### src/rtl/gomoku_pkg.sv
// Shared types for the five-in-a-row board: cell encoding, board_keeper states,
// board geometry and cell address type.
package gomoku_pkg;

    localparam int unsigned BOARD_DIM  = 16;
    localparam int unsigned CELL_COUNT = BOARD_DIM * BOARD_DIM;

    typedef logic [7:0] addr_t;

    typedef enum logic [1:0] {
        EMPTY = 2'd0,
        BLACK = 2'd1,
        WHITE = 2'd2,
        RSVD  = 2'd3
    } cell_t;

    typedef enum logic [2:0] {
        IDLE,
        WRITE,
        CHECK,
        OVER,
        CLEAR
    } bk_state_t;

    function automatic cell_t other_side(input cell_t c);
        return (c == BLACK) ? WHITE : BLACK;
    endfunction

endpackage

### src/rtl/board_store.sv
// 256 x 2-bit board flop array: one synchronous write port, a combinational
// checker read port, a combinational occupancy read, async active-low clear.
module board_store
    import gomoku_pkg::*;
(
    input  logic  clk,
    input  logic  rst_ni,
    input  logic  we_i,
    input  addr_t wr_addr_i,
    input  cell_t wr_data_i,
    input  addr_t rd_addr_i,
    output cell_t rd_data_o,
    input  addr_t occ_addr_i,
    output logic  occupied_o
);

    cell_t cells_q [CELL_COUNT];

    always_ff @(posedge clk or negedge rst_ni) begin
        if (!rst_ni) begin
            for (int unsigned i = 0; i < CELL_COUNT; i++) begin
                cells_q[i] <= EMPTY;
            end
        end else if (we_i) begin
            cells_q[wr_addr_i] <= wr_data_i;
        end
    end

    assign rd_data_o  = cells_q[rd_addr_i];
    assign occupied_o = (cells_q[occ_addr_i] != EMPTY);

endmodule

### src/rtl/board_keeper.sv
// Board owner and move sequencer feeding the win-checker chain.
// Optional one-level undo is enabled by defining BOARD_UNDO_EN.
module board_keeper
    import gomoku_pkg::*;
#(
    parameter int unsigned CHECK_TIMEOUT = 1023,
    parameter int unsigned ADDR_W        = 8
) (
    input  logic              clk,
    input  logic              reset,
    input  logic              place,
    input  logic [ADDR_W-1:0] pointer,
    input  logic              new_game,
    input  logic [ADDR_W-1:0] rd_addr,
    output logic [1:0]        rd_state,
    output logic [1:0]        chess,
    output logic              active,
    input  logic              chain_done,
    input  logic              success,
`ifdef BOARD_UNDO_EN
    input  logic              undo,
`endif
    output logic              place_ack,
    output logic              place_nack,
    output logic [1:0]        turn,
    output logic              game_over,
    output logic [1:0]        winner,
    output logic              busy,
    output logic              chk_err
);

    localparam int unsigned TW = $clog2(CHECK_TIMEOUT + 1);

    bk_state_t      state_q, state_d;
    cell_t          turn_q, turn_d;
    cell_t          chess_q, chess_d;
    cell_t          winner_q, winner_d;
    logic [8:0]     cnt_q, cnt_d;
    logic [TW-1:0]  tmo_q, tmo_d;
    addr_t          clr_q, clr_d;
    logic           over_q, over_d;
    logic           err_q, err_d;
    logic           ack_q, ack_d;
    logic           nack_q, nack_d;
    logic           act_q, act_d;
`ifdef BOARD_UNDO_EN
    addr_t          last_q, last_d;
    logic           vld_q, vld_d;
`endif

    logic  wr_en;
    addr_t wr_addr;
    cell_t wr_data;
    cell_t rd_cell;
    logic  occ;
    logic  req;
    logic  timed_out;
    logic  done;

`ifdef BOARD_UNDO_EN
    assign req = place | undo;
`else
    assign req = place;
`endif

    board_store u_store (
        .clk        (clk),
        .rst_ni     (reset),
        .we_i       (wr_en),
        .wr_addr_i  (wr_addr),
        .wr_data_i  (wr_data),
        .rd_addr_i  (rd_addr),
        .rd_data_o  (rd_cell),
        .occ_addr_i (pointer),
        .occupied_o (occ)
    );

    always_comb begin
        state_d   = state_q;
        turn_d    = turn_q;
        chess_d   = chess_q;
        winner_d  = winner_q;
        cnt_d     = cnt_q;
        tmo_d     = tmo_q;
        clr_d     = clr_q;
        over_d    = over_q;
        err_d     = err_q;
        ack_d     = 1'b0;
        nack_d    = 1'b0;
        wr_en     = 1'b0;
        wr_addr   = pointer;
        wr_data   = turn_q;
        timed_out = 1'b0;
        done      = 1'b0;
`ifdef BOARD_UNDO_EN
        last_d    = last_q;
        vld_d     = vld_q;
`endif
        case (state_q)
            IDLE: begin
                if (new_game) begin
                    nack_d  = req;
                    clr_d   = '0;
                    state_d = CLEAR;
                end else if (place) begin
                    if (occ) begin
                        nack_d = 1'b1;
                    end else begin
                        wr_en   = 1'b1;
                        ack_d   = 1'b1;
                        state_d = WRITE;
`ifdef BOARD_UNDO_EN
                        last_d  = pointer;
                        vld_d   = 1'b1;
`endif
                    end
                end
`ifdef BOARD_UNDO_EN
                else if (undo) begin
                    if (cnt_q != '0 && vld_q) begin
                        wr_en   = 1'b1;
                        wr_addr = last_q;
                        wr_data = EMPTY;
                        turn_d  = other_side(turn_q);
                        cnt_d   = cnt_q - 9'd1;
                        vld_d   = 1'b0;
                        ack_d   = 1'b1;
                    end else begin
                        nack_d = 1'b1;
                    end
                end
`endif
            end
            WRITE: begin
                nack_d  = req;
                chess_d = turn_q;
                tmo_d   = '0;
                state_d = CHECK;
            end
            CHECK: begin
                nack_d    = req;
                timed_out = (tmo_q == TW'(CHECK_TIMEOUT));
                if (!timed_out) tmo_d = tmo_q + TW'(1);
                // Checker responses only count once active has actually been seen high.
                done = act_q & chain_done;
                if (act_q && success) begin
                    winner_d = chess_q;
                    over_d   = 1'b1;
                    state_d  = OVER;
                end else if (done || timed_out) begin
                    if (!done) err_d = 1'b1;
                    turn_d = other_side(turn_q);
                    cnt_d  = cnt_q + 9'd1;
                    if (cnt_q == 9'd255) begin
                        winner_d = EMPTY;
                        over_d   = 1'b1;
                        state_d  = OVER;
                    end else begin
                        state_d = IDLE;
                    end
                end
            end
            OVER: begin
                nack_d = req;
                if (new_game) begin
                    clr_d   = '0;
                    state_d = CLEAR;
                end
            end
            CLEAR: begin
                nack_d  = req;
                wr_en   = 1'b1;
                wr_addr = clr_q;
                wr_data = EMPTY;
                clr_d   = clr_q + 8'd1;
                if (clr_q == 8'hFF) begin
                    turn_d   = BLACK;
                    cnt_d    = '0;
                    winner_d = EMPTY;
                    over_d   = 1'b0;
                    state_d  = IDLE;
`ifdef BOARD_UNDO_EN
                    vld_d    = 1'b0;
`endif
                end
            end
            default: state_d = IDLE;
        endcase
        // Delayed by one cycle after entering CHECK so chess is stable at the rise.
        act_d = (state_q == CHECK) && (state_d == CHECK);
    end

    always_ff @(posedge clk or negedge reset) begin
        if (!reset) begin
            state_q  <= IDLE;
            turn_q   <= BLACK;
            chess_q  <= EMPTY;
            winner_q <= EMPTY;
            cnt_q    <= '0;
            tmo_q    <= '0;
            clr_q    <= '0;
            over_q   <= 1'b0;
            err_q    <= 1'b0;
            ack_q    <= 1'b0;
            nack_q   <= 1'b0;
            act_q    <= 1'b0;
`ifdef BOARD_UNDO_EN
            last_q   <= '0;
            vld_q    <= 1'b0;
`endif
        end else begin
            state_q  <= state_d;
            turn_q   <= turn_d;
            chess_q  <= chess_d;
            winner_q <= winner_d;
            cnt_q    <= cnt_d;
            tmo_q    <= tmo_d;
            clr_q    <= clr_d;
            over_q   <= over_d;
            err_q    <= err_d;
            ack_q    <= ack_d;
            nack_q   <= nack_d;
            act_q    <= act_d;
`ifdef BOARD_UNDO_EN
            last_q   <= last_d;
            vld_q    <= vld_d;
`endif
        end
    end

    assign rd_state   = rd_cell;
    assign chess      = chess_q;
    assign active     = act_q;
    assign place_ack  = ack_q;
    assign place_nack = nack_q;
    assign turn       = turn_q;
    assign game_over  = over_q;
    assign winner     = winner_q;
    assign busy       = (state_q != IDLE) && (state_q != OVER);
    assign chk_err    = err_q;

endmodule
### config.mk
export PLATFORM = sky130hd
export DESIGN_NAME = board_keeper
export DESIGN_NICKNAME = d
export VERILOG_FILES = /design/src/rtl/gomoku_pkg.sv /design/src/rtl/board_store.sv /design/src/rtl/board_keeper.sv
export SDC_FILE = /design/constraint.sdc
export NUM_CORES = 1
export LEC_CHECK = 0
export CAP_MARGIN = 10
export CORE_ASPECT_RATIO = 0.9
export CORE_MARGIN = 2
export CORE_UTILIZATION = 45
export CTS_BUF_LIST = sky130_fd_sc_hd__clkbuf_2 sky130_fd_sc_hd__clkbuf_4 sky130_fd_sc_hd__clkbuf_8
export CTS_CLUSTER_SIZE = 30
export DETAILED_ROUTE_END_ITERATION = 10
export GPL_TIMING_DRIVEN = 0
export PLACE_DENSITY = 0.69
export SETUP_SLACK_MARGIN = 0.15
export SLEW_MARGIN = 20
export SYNTH_ARGS = -nofsm -noshare
export SYNTH_HDL_FRONTEND = slang
export SYNTH_HIERARCHICAL = 1
export SYNTH_SLANG_ARGS = --single-unit
export TNS_END_PERCENT = 30
### constraint.sdc
create_clock -name clk -period 3.6 [get_ports clk]
set_clock_uncertainty 0.05 [all_clocks]
set_input_delay 0.36 -clock clk [delete_from_list [all_inputs] [get_ports clk]]
set_output_delay 0.36 -clock clk [all_outputs]
set_load 0.005 [all_outputs]
==> results of run 1 <==
-- worst max-delay path by stage --
stage / cells past startpoint / from / end / slack [ns]
after detailed placement: 20 / pointer[2] / u_store/cells_q[315]$_DFFE_PN0P_ / -3.85
final: 11 / state_q[1]$_DFF_PN0_ / u_store/cells_q[382]$_DFFE_PN0P_ / -0.66
after CTS: 11 / state_q[1]$_DFF_PN0_ / u_store/cells_q[55]$_DFFE_PN0P_ / -0.37
after global placement: 1 / reset / u_store/cells_q[142]$_DFFE_PN0P_ / -21.52
after global routing: 18 / u_store/cells_q[275]$_DFFE_PN0P_ / u_store/cells_q[470]$_DFFE_PN0P_ / -0.69
after floorplan: 19 / pointer[1] / u_store/cells_q[478]$_DFFE_PN0P_ / -0.01
-- cells in the mapped netlist, types with 3 or more instances --
library cell	count
buf_4	4
o311ai_0	31
nor3b_1	7
buf_2	17
inv_1	9
nand3b_1	3
a221oi_1	4
nand2b_1	17
o31ai_1	13
a21boi_0	3
nor2b_1	10
a21oi_1	76
ha_1	4
nand4_1	13
a211oi_1	30
dfrtp_1	552
nor4_1	18
o21ai_0	27
or2_2	10
or3_1	23
nor3_1	114
or4_1	5
o32ai_1	8
mux2i_1	6
mux2_2	514
nand2_1	342
nor2_1	144
a31oi_1	5
clkbuf_1	147
and2_1	5
nand3_1	23
mux4_2	166
buf_1	16
and3_1	9
a22oi_1	17
-- report_power, final --
group / switching (mW) / internal [mW]
clock: 2.74 / 3.42
combinational: 3.92 / 2.32
sequential: 0.436 / 6.73
-- logic make-up (layout without fill, tap and decap cells) --
kind of cell	count (synthesis)	in the layout	share of synthesized area (%)
compound gates	237	237	5.48
xor+xnor	3	3	0.0899
fa+ha+maj	4	4	0.171
buf+inv	195	474	2.68
flops	553	553	47.3
mux	686	686	32.8
other cells	0	4	0
simple gates	752	752	11.5
-- per-stage QoR --
stage	setup WS [ns]	utilization, %
final	-0.657	56.5
after global routing	-0.692	56.5
after CTS	-0.372	55.2
after detailed placement	-3.85	48.7
after global placement	-21.52	48.4
after floorplan	-0.0103	-
-- layout by cell type, fill, tap and decap left out, types with 62 or more instances in the layout --
cell type | netlist | layout
dfrtp_1 | 552 | 552
mux2_2 | 514 | 443
nand2_1 | 342 | 208
mux4_2 | 166 | 166
clkbuf_8 | 0 | 131
nor2_1 | 144 | 126
nor3_1 | 114 | 94
a21oi_1 | 76 | 74
clkbuf_1 | 147 | 73
nand2_4 | 0 | 72
mux2_4 | 0 | 71
nand2_2 | 0 | 62
-- critical path, stage by stage, from the launching register on --
cell and delay [ns]:
dfrtp_1 0.38, buf_6 0.14, or3b_1 0.35, buf_2 0.19, clkbuf_1 0.26, nand2_1 0.13
nand2_1 0.24, nand2b_1 0.41, nor3_2 0.82, clkbuf_1 0.62, nand2_1 0.21, mux2_2 0.31
-- metal layers --
metal / share of wire (%) / global-route usage (%) / up-vias
met2: 43 / 47.6 / 1813
met4: 6.3 / 17.8 / 0
met3: 14 / 12.4 / 509
met1: 37 / 43.3 / 12300
li1: - / - / 9424
met5: 0 / 0 / -
-- flip-flops by register name, indices dropped and copies added (netlist names) --
| register | flops |
|---|---|
| active | 1 |
| chess | 2 |
| chk_err | 1 |
| clr_q | 8 |
| cnt_q | 9 |
| game_over | 1 |
| place_ack | 1 |
| place_nack | 1 |
| state_q | 3 |
| tmo_q | 10 |
| turn | 2 |
| u_store/cells_q | 512 |
| winner | 2 |
-- timing repair --
| action | CTS | global route |
|---|---|---|
| setup buffers | 43 | 5 |
| pin swaps | 26 | 21 |
| endpoints found under the setup margin | 517 | 514 |
| hold buffers | 1 | 0 |
| gates cloned | 16 | 3 |
| endpoints found under the hold margin | 312 | 0 |
| resized for setup | 392 | 204 |
-- cell type report --
class	instances	area [um^2]	area share, %
multi-input combinational	1682	16200	44.7
sequential	553	13800	38.2
clock buffer	148	1840	5.08
buffer	185	1520	4.20
timing repair buffer	104	1500	4.13
tap	855	1070	2.95
clock inverter	28	213	0.587
inverter	9	38.8	0.107
antenna	4	10.0	0.0276
==> key figures, run 1 <==
Logic synthesis
  • Yosys top cell by area: dfrtp_1
  • Syn_area_per_cell: 12.0 um^2
  • Cell area after synthesis: 29,200 um^2
  • Register area share after synthesis: 47.3%
  • Synth async-reset ratio: 100%
  • Yosys cell types: 61
  • Synth Instances: 2,430
  • Synth top area cells: dfrtp_1, mux2_2, mux4_2
  • Synth warn: 6
  • Ys flop type: dfrtp_1
  • Net count after synthesis: 2,456
  • Post-synth top area share: 47.2%
  • EDFF count, synth: 0
  • Seq cells post-synth: 553

Floorplanning
  • Die Span Y: 246 um
  • Initial Util: 45.6%
  • Placeable Area: 64,200 um^2
  • Row cnt: 88
  • Die width: 273 um
  • Full die area: 67,000 um^2
  • I/O pin count: 36

Clock network
  • CTS tree: done
  • Clock latency on the worst-skew pair: 0.73 ns
  • CTS Buf Count: 96
  • Root buf cell: clkbuf_8
  • CTS Sinks: 553
  • Worst-path clk slew: 0.07 ns
  • H-tree depth: 3
  • CTS Buffer Depth: 3

Critical path
  • Worst Path Required: 4.15 ns
  • CP Capture Type: flip-flop
  • Setup CP Type: flip-flop to flip-flop
  • R2R setup slack: -0.66 ns
  • CP max FO: 10
  • FF-to-FF End: u_store/cells_q[382]$_DFFE_PN0P_
  • Worst EP arrival: 4.81 ns
  • Type of origin of the critical path: flip-flop
  • R2R cell count: 11
  • Reg2reg start: state_q[1]$_DFF_PN0_

Power
  • Static leakage: 17.3 nW
  • Max rail drop VDD: 0.314 mV
  • Pwr Total: 19.6 mW
  • Cell Pwr Density: 540 nW/um^2

STA
  • WHS: 0.0374 ns
  • Final Setup Violations: 514
  • Pins Over Slew Limit: 0
  • Part of the cycle the worst path needs: 118%
  • Max Fclk: 235 MHz
  • RSZ-0062 raised after global routing: true
  • Min setup slack post-route: -0.657 ns
  • Final hold vios: 0
  • Crit path time final: 4.26 ns
  • Slew @ Worst Pin: 1.24 ns
  • Setup TNS: -246.34 ns
  • Relative slew slack: 17.4%

Flow run
  • Max-cap viol count: 0

GRT
  • Grt ovf: 0
  • Vias in the first global route: 24,100
  • Antenna violations before repair: 5
  • Largest net degree at the start of global routing: 102
  • Total track usage: 33.1%
  • First-pass GRT wire length: 161,000 um

Cells and area
  • Area growth syn-to-layout: 24.0%
  • Fin area: 36,300 um^2
  • NumNets Final: 2,657
  • Layout cells sized above 1: 47.3%
  • Post-Layout Cell Count: 3,568
  • Fill cells: 5,088

Placement
  • Hpwl dp: 72,500 um
  • Placer Congestion: 0.997
  • Placed cell area: 31,300 um^2
  • IO Port Bufs: 30
  • Inst Count DP: 3,321

Drt
  • DR iter-0 viols: 3,529
  • DRC Markers: 0
  • Routed Wire Length: 112,000 um
  • Via count: 24,000
  • Via density: 6.73
  • Drt first pass iters: 9
  • Per-cell routed wire length: 31.4 um
  • Detail Route Antenna Nets: 0

Status
  • Status: complete, but fails checks
  • Failing checks: setup timing

Min path
  • Hold/Removal Path Class: input pin to asynchronous set/reset pin
No activity file was read; power rests on OpenSTA's default activity.
==> inputs of run 2 (changes only) <==
--- a/config.mk
+++ b/config.mk
@@ -10,7 +10,7 @@
 export CORE_MARGIN = 2
 export CORE_UTILIZATION = 45
 export CTS_BUF_LIST = sky130_fd_sc_hd__clkbuf_2 sky130_fd_sc_hd__clkbuf_4 sky130_fd_sc_hd__clkbuf_8
-export CTS_CLUSTER_SIZE = 30
+export CTS_CLUSTER_SIZE = 14
 export DETAILED_ROUTE_END_ITERATION = 10
 export GPL_TIMING_DRIVEN = 0
 export PLACE_DENSITY = 0.69
==> run 2 against run 1 <==
Against the previous run: the run still ends with setup timing left; combinational power fell by 0.8%; die area did not move; cell count barely moved; critical path depth rose by 9; flip-flop and latch count did not move; non-clock buffer count fell by 1; first-iteration DRC count rose by 0.11%; via count fell by 0.59%; sequential share of layout area barely moved; worst hold slack improved by 0.00064 ns; maximum frequency fell by 0.82%; power rose by 0.83%; critical path type is now input pin to flip-flop; critical endpoint is now u_store/cells_q[430]$_DFFE_PN0P_; largest cell class unchanged; largest power group unchanged.
==> key figures, run 2 (synthesis results as in run 1) <==
Status
  • Status: complete, but fails checks
  • Failing checks: setup timing

Critical path
  • Cell mode on critical path: nor2_4
  • Worst Path Required: 4.13 ns
  • FF-to-FF End: u_store/cells_q[247]$_DFFE_PN0P_
  • Setup CP Type: input pin to flip-flop
  • Crit path largest cell delay: 0.49 ns
  • CP Capture Type: flip-flop
  • CP cell instances: buf_2 > nand2b_1 > clkbuf_2 > or3_1 > o31ai_1 > o311ai_0 > o2111ai_2 > nand3_1 > and3_4 > o41a_1 > nand2b_4 > nor2_4 > nor2_2 > nor2_4 > clkinv_4 > or3_4 > nor2_4 > buf_8 > nand2_4 > mux2_4
  • Worst path slowest cell: o41a_1
  • R2R setup slack: -0.68 ns
  • CP top delay family: simple AND/OR/NAND/NOR gates
  • CP max FO: 9
  • Worst EP arrival: 4.83 ns
  • R2R cell count: 11
  • Type of origin of the critical path: input pin
  • Buf/Inv on CP: 4
  • Reg2reg start: state_q[1]$_DFF_PN0_

STA
  • Min setup slack post-route: -0.692 ns
  • Final hold vios: 0
  • Crit path time final: 4.29 ns
  • Part of the cycle the worst path needs: 119%
  • Slew @ Worst Pin: 1.25 ns
  • Relative slew slack: 16.0%
  • Max Fclk: 233 MHz
  • RSZ-0062 raised after global routing: true
  • Pins Over Slew Limit: 0
  • Final Setup Violations: 514

Power
  • Static leakage: 17.2 nW
  • Max rail drop VDD: 0.326 mV
  • Cell Pwr Density: 545 nW/um^2
  • Pwr Total: 19.7 mW

Cells and area
  • NumNets Final: 2,656
  • Most frequent cells in the layout: dfrtp_1, mux2_2, nand2_1
  • Fill cells: 5,090
  • Commonest non-fill, non-tap cell in the layout: dfrtp_1
  • Post-Layout Cell Count: 3,567
  • Area growth syn-to-layout: 23.9%
  • Top reg by flops: u_store/cells_q
  • Core Util, Final: 56.4%
  • Largest regs: u_store/cells_q: 512 flops, tmo_q: 10 flops, cnt_q: 9 flops
  • Max reg flops: 512
  • Layout cells sized above 1: 47.0%

Placement
  • DP Worst Slack: -3.85 ns
  • Inst Count DP: 3,321
  • IO Port Bufs: 30
  • Hpwl dp: 72,500 um
  • Placer Congestion: 0.997

GRT
  • Vias in the first global route: 24,100
  • Antenna violations before repair: 4
  • Total track usage: 33.1%
  • Grt ovf: 0
  • Largest net degree at the start of global routing: 102
  • First-pass GRT wire length: 161,000 um

Floorplanning
  • Die Span Y: 246 um
  • Placeable Area: 64,200 um^2
  • Row cnt: 88
  • Initial Util: 45.6%
  • Die width: 273 um
  • I/O pin count: 36
  • Full die area: 67,000 um^2

Clock network
  • CTS tree: done
  • Worst-path clk slew: 0.06 ns
  • H-tree depth: 3
  • CTS Buf Count: 96
  • Root buf cell: clkbuf_8
  • Clock latency on the worst-skew pair: 0.73 ns
  • CTS Sinks: 553
  • CTS Buffer Depth: 3

Drt
  • Per-cell routed wire length: 31.3 um
  • DR iter-0 viols: 3,533
  • Routed Wire Length: 112,000 um
  • Detail Route Antenna Nets: 0
  • Drt first pass iters: 6
  • Via count: 23,900
  • DRC Markers: 0
  • Via density: 6.69

Min path
  • Hold/Removal Path Class: input pin to asynchronous set/reset pin

Flow run
  • Max-cap viol count: 0
-- run 2: repair_timing --
action / in CTS / in global routing
gates cloned: 16 / 3
pin swaps: 25 / 24
endpoints found under the hold margin: 312 / 0
setup buffers: 41 / 6
hold buffers: 1 / 0
setup endpoints to repair: 517 / 514
resized for setup: 395 / 174
-- run 2: per-stage QoR --
stage	setup TNS (ns)	hold WS (ns)	instance area, um^2
detailed placement	-1603.27	0.164	31300
global placement	-	0.403	31100
finish	-275.51	0.0380	36200
floorplan	-0.136	0.0144	29700
global route	-280.66	0.0338	36200
CTS	-126.77	0.00784	35500
-- run 2: final cells by class --
| class | count | area, um^2 | share of cell area [%] |
|---|---|---|---|
| buffer | 185 | 1520 | 4.19 |
| clock buffer | 148 | 1860 | 5.14 |
| tap | 855 | 1070 | 2.95 |
| sequential | 553 | 13800 | 38.2 |
| clock inverter | 29 | 269 | 0.742 |
| inverter | 9 | 38.8 | 0.107 |
| timing repair buffer | 103 | 1450 | 4.01 |
| antenna | 3 | 7.51 | 0.0207 |
| multi-input combinational | 1682 | 16200 | 44.6 |
-- run 2: how the worst max path moves through the flow --
stage                                        to                        startpoint  cells after the start  slack (ns)
3_5_place_dp   u_store/cells_q[315]$_DFFE_PN0P_                        pointer[2]                     20       -3.85
2_1_floorplan  u_store/cells_q[478]$_DFFE_PN0P_                        pointer[1]                     19       -0.01
6_report       u_store/cells_q[430]$_DFFE_PN0P_                        pointer[2]                     20       -0.69
4_1_cts        u_store/cells_q[382]$_DFFE_PN0P_              state_q[1]$_DFF_PN0_                     11       -0.37
5_1_grt        u_store/cells_q[430]$_DFFE_PN0P_  u_store/cells_q[262]$_DFFE_PN0P_                     17       -0.70
3_3_place_gp   u_store/cells_q[142]$_DFFE_PN0P_                             reset                      1      -21.52
-- run 2: where the power goes --
group          switching (mW)  internal (mW)  leakage [nW]
clock network            2.77           3.60          1.14
registers               0.435           6.73          7.65
logic                    3.91           2.29          8.37
-- run 2: per-layer routing --
metal	global-route usage (%)	share of wire, %	vias to the layer above
met1	43.2	37	12200
met5	0	0	-
met4	18.5	6.3	0
li1	-	-	9434
met2	46.8	42	1794
met3	13.1	14	454
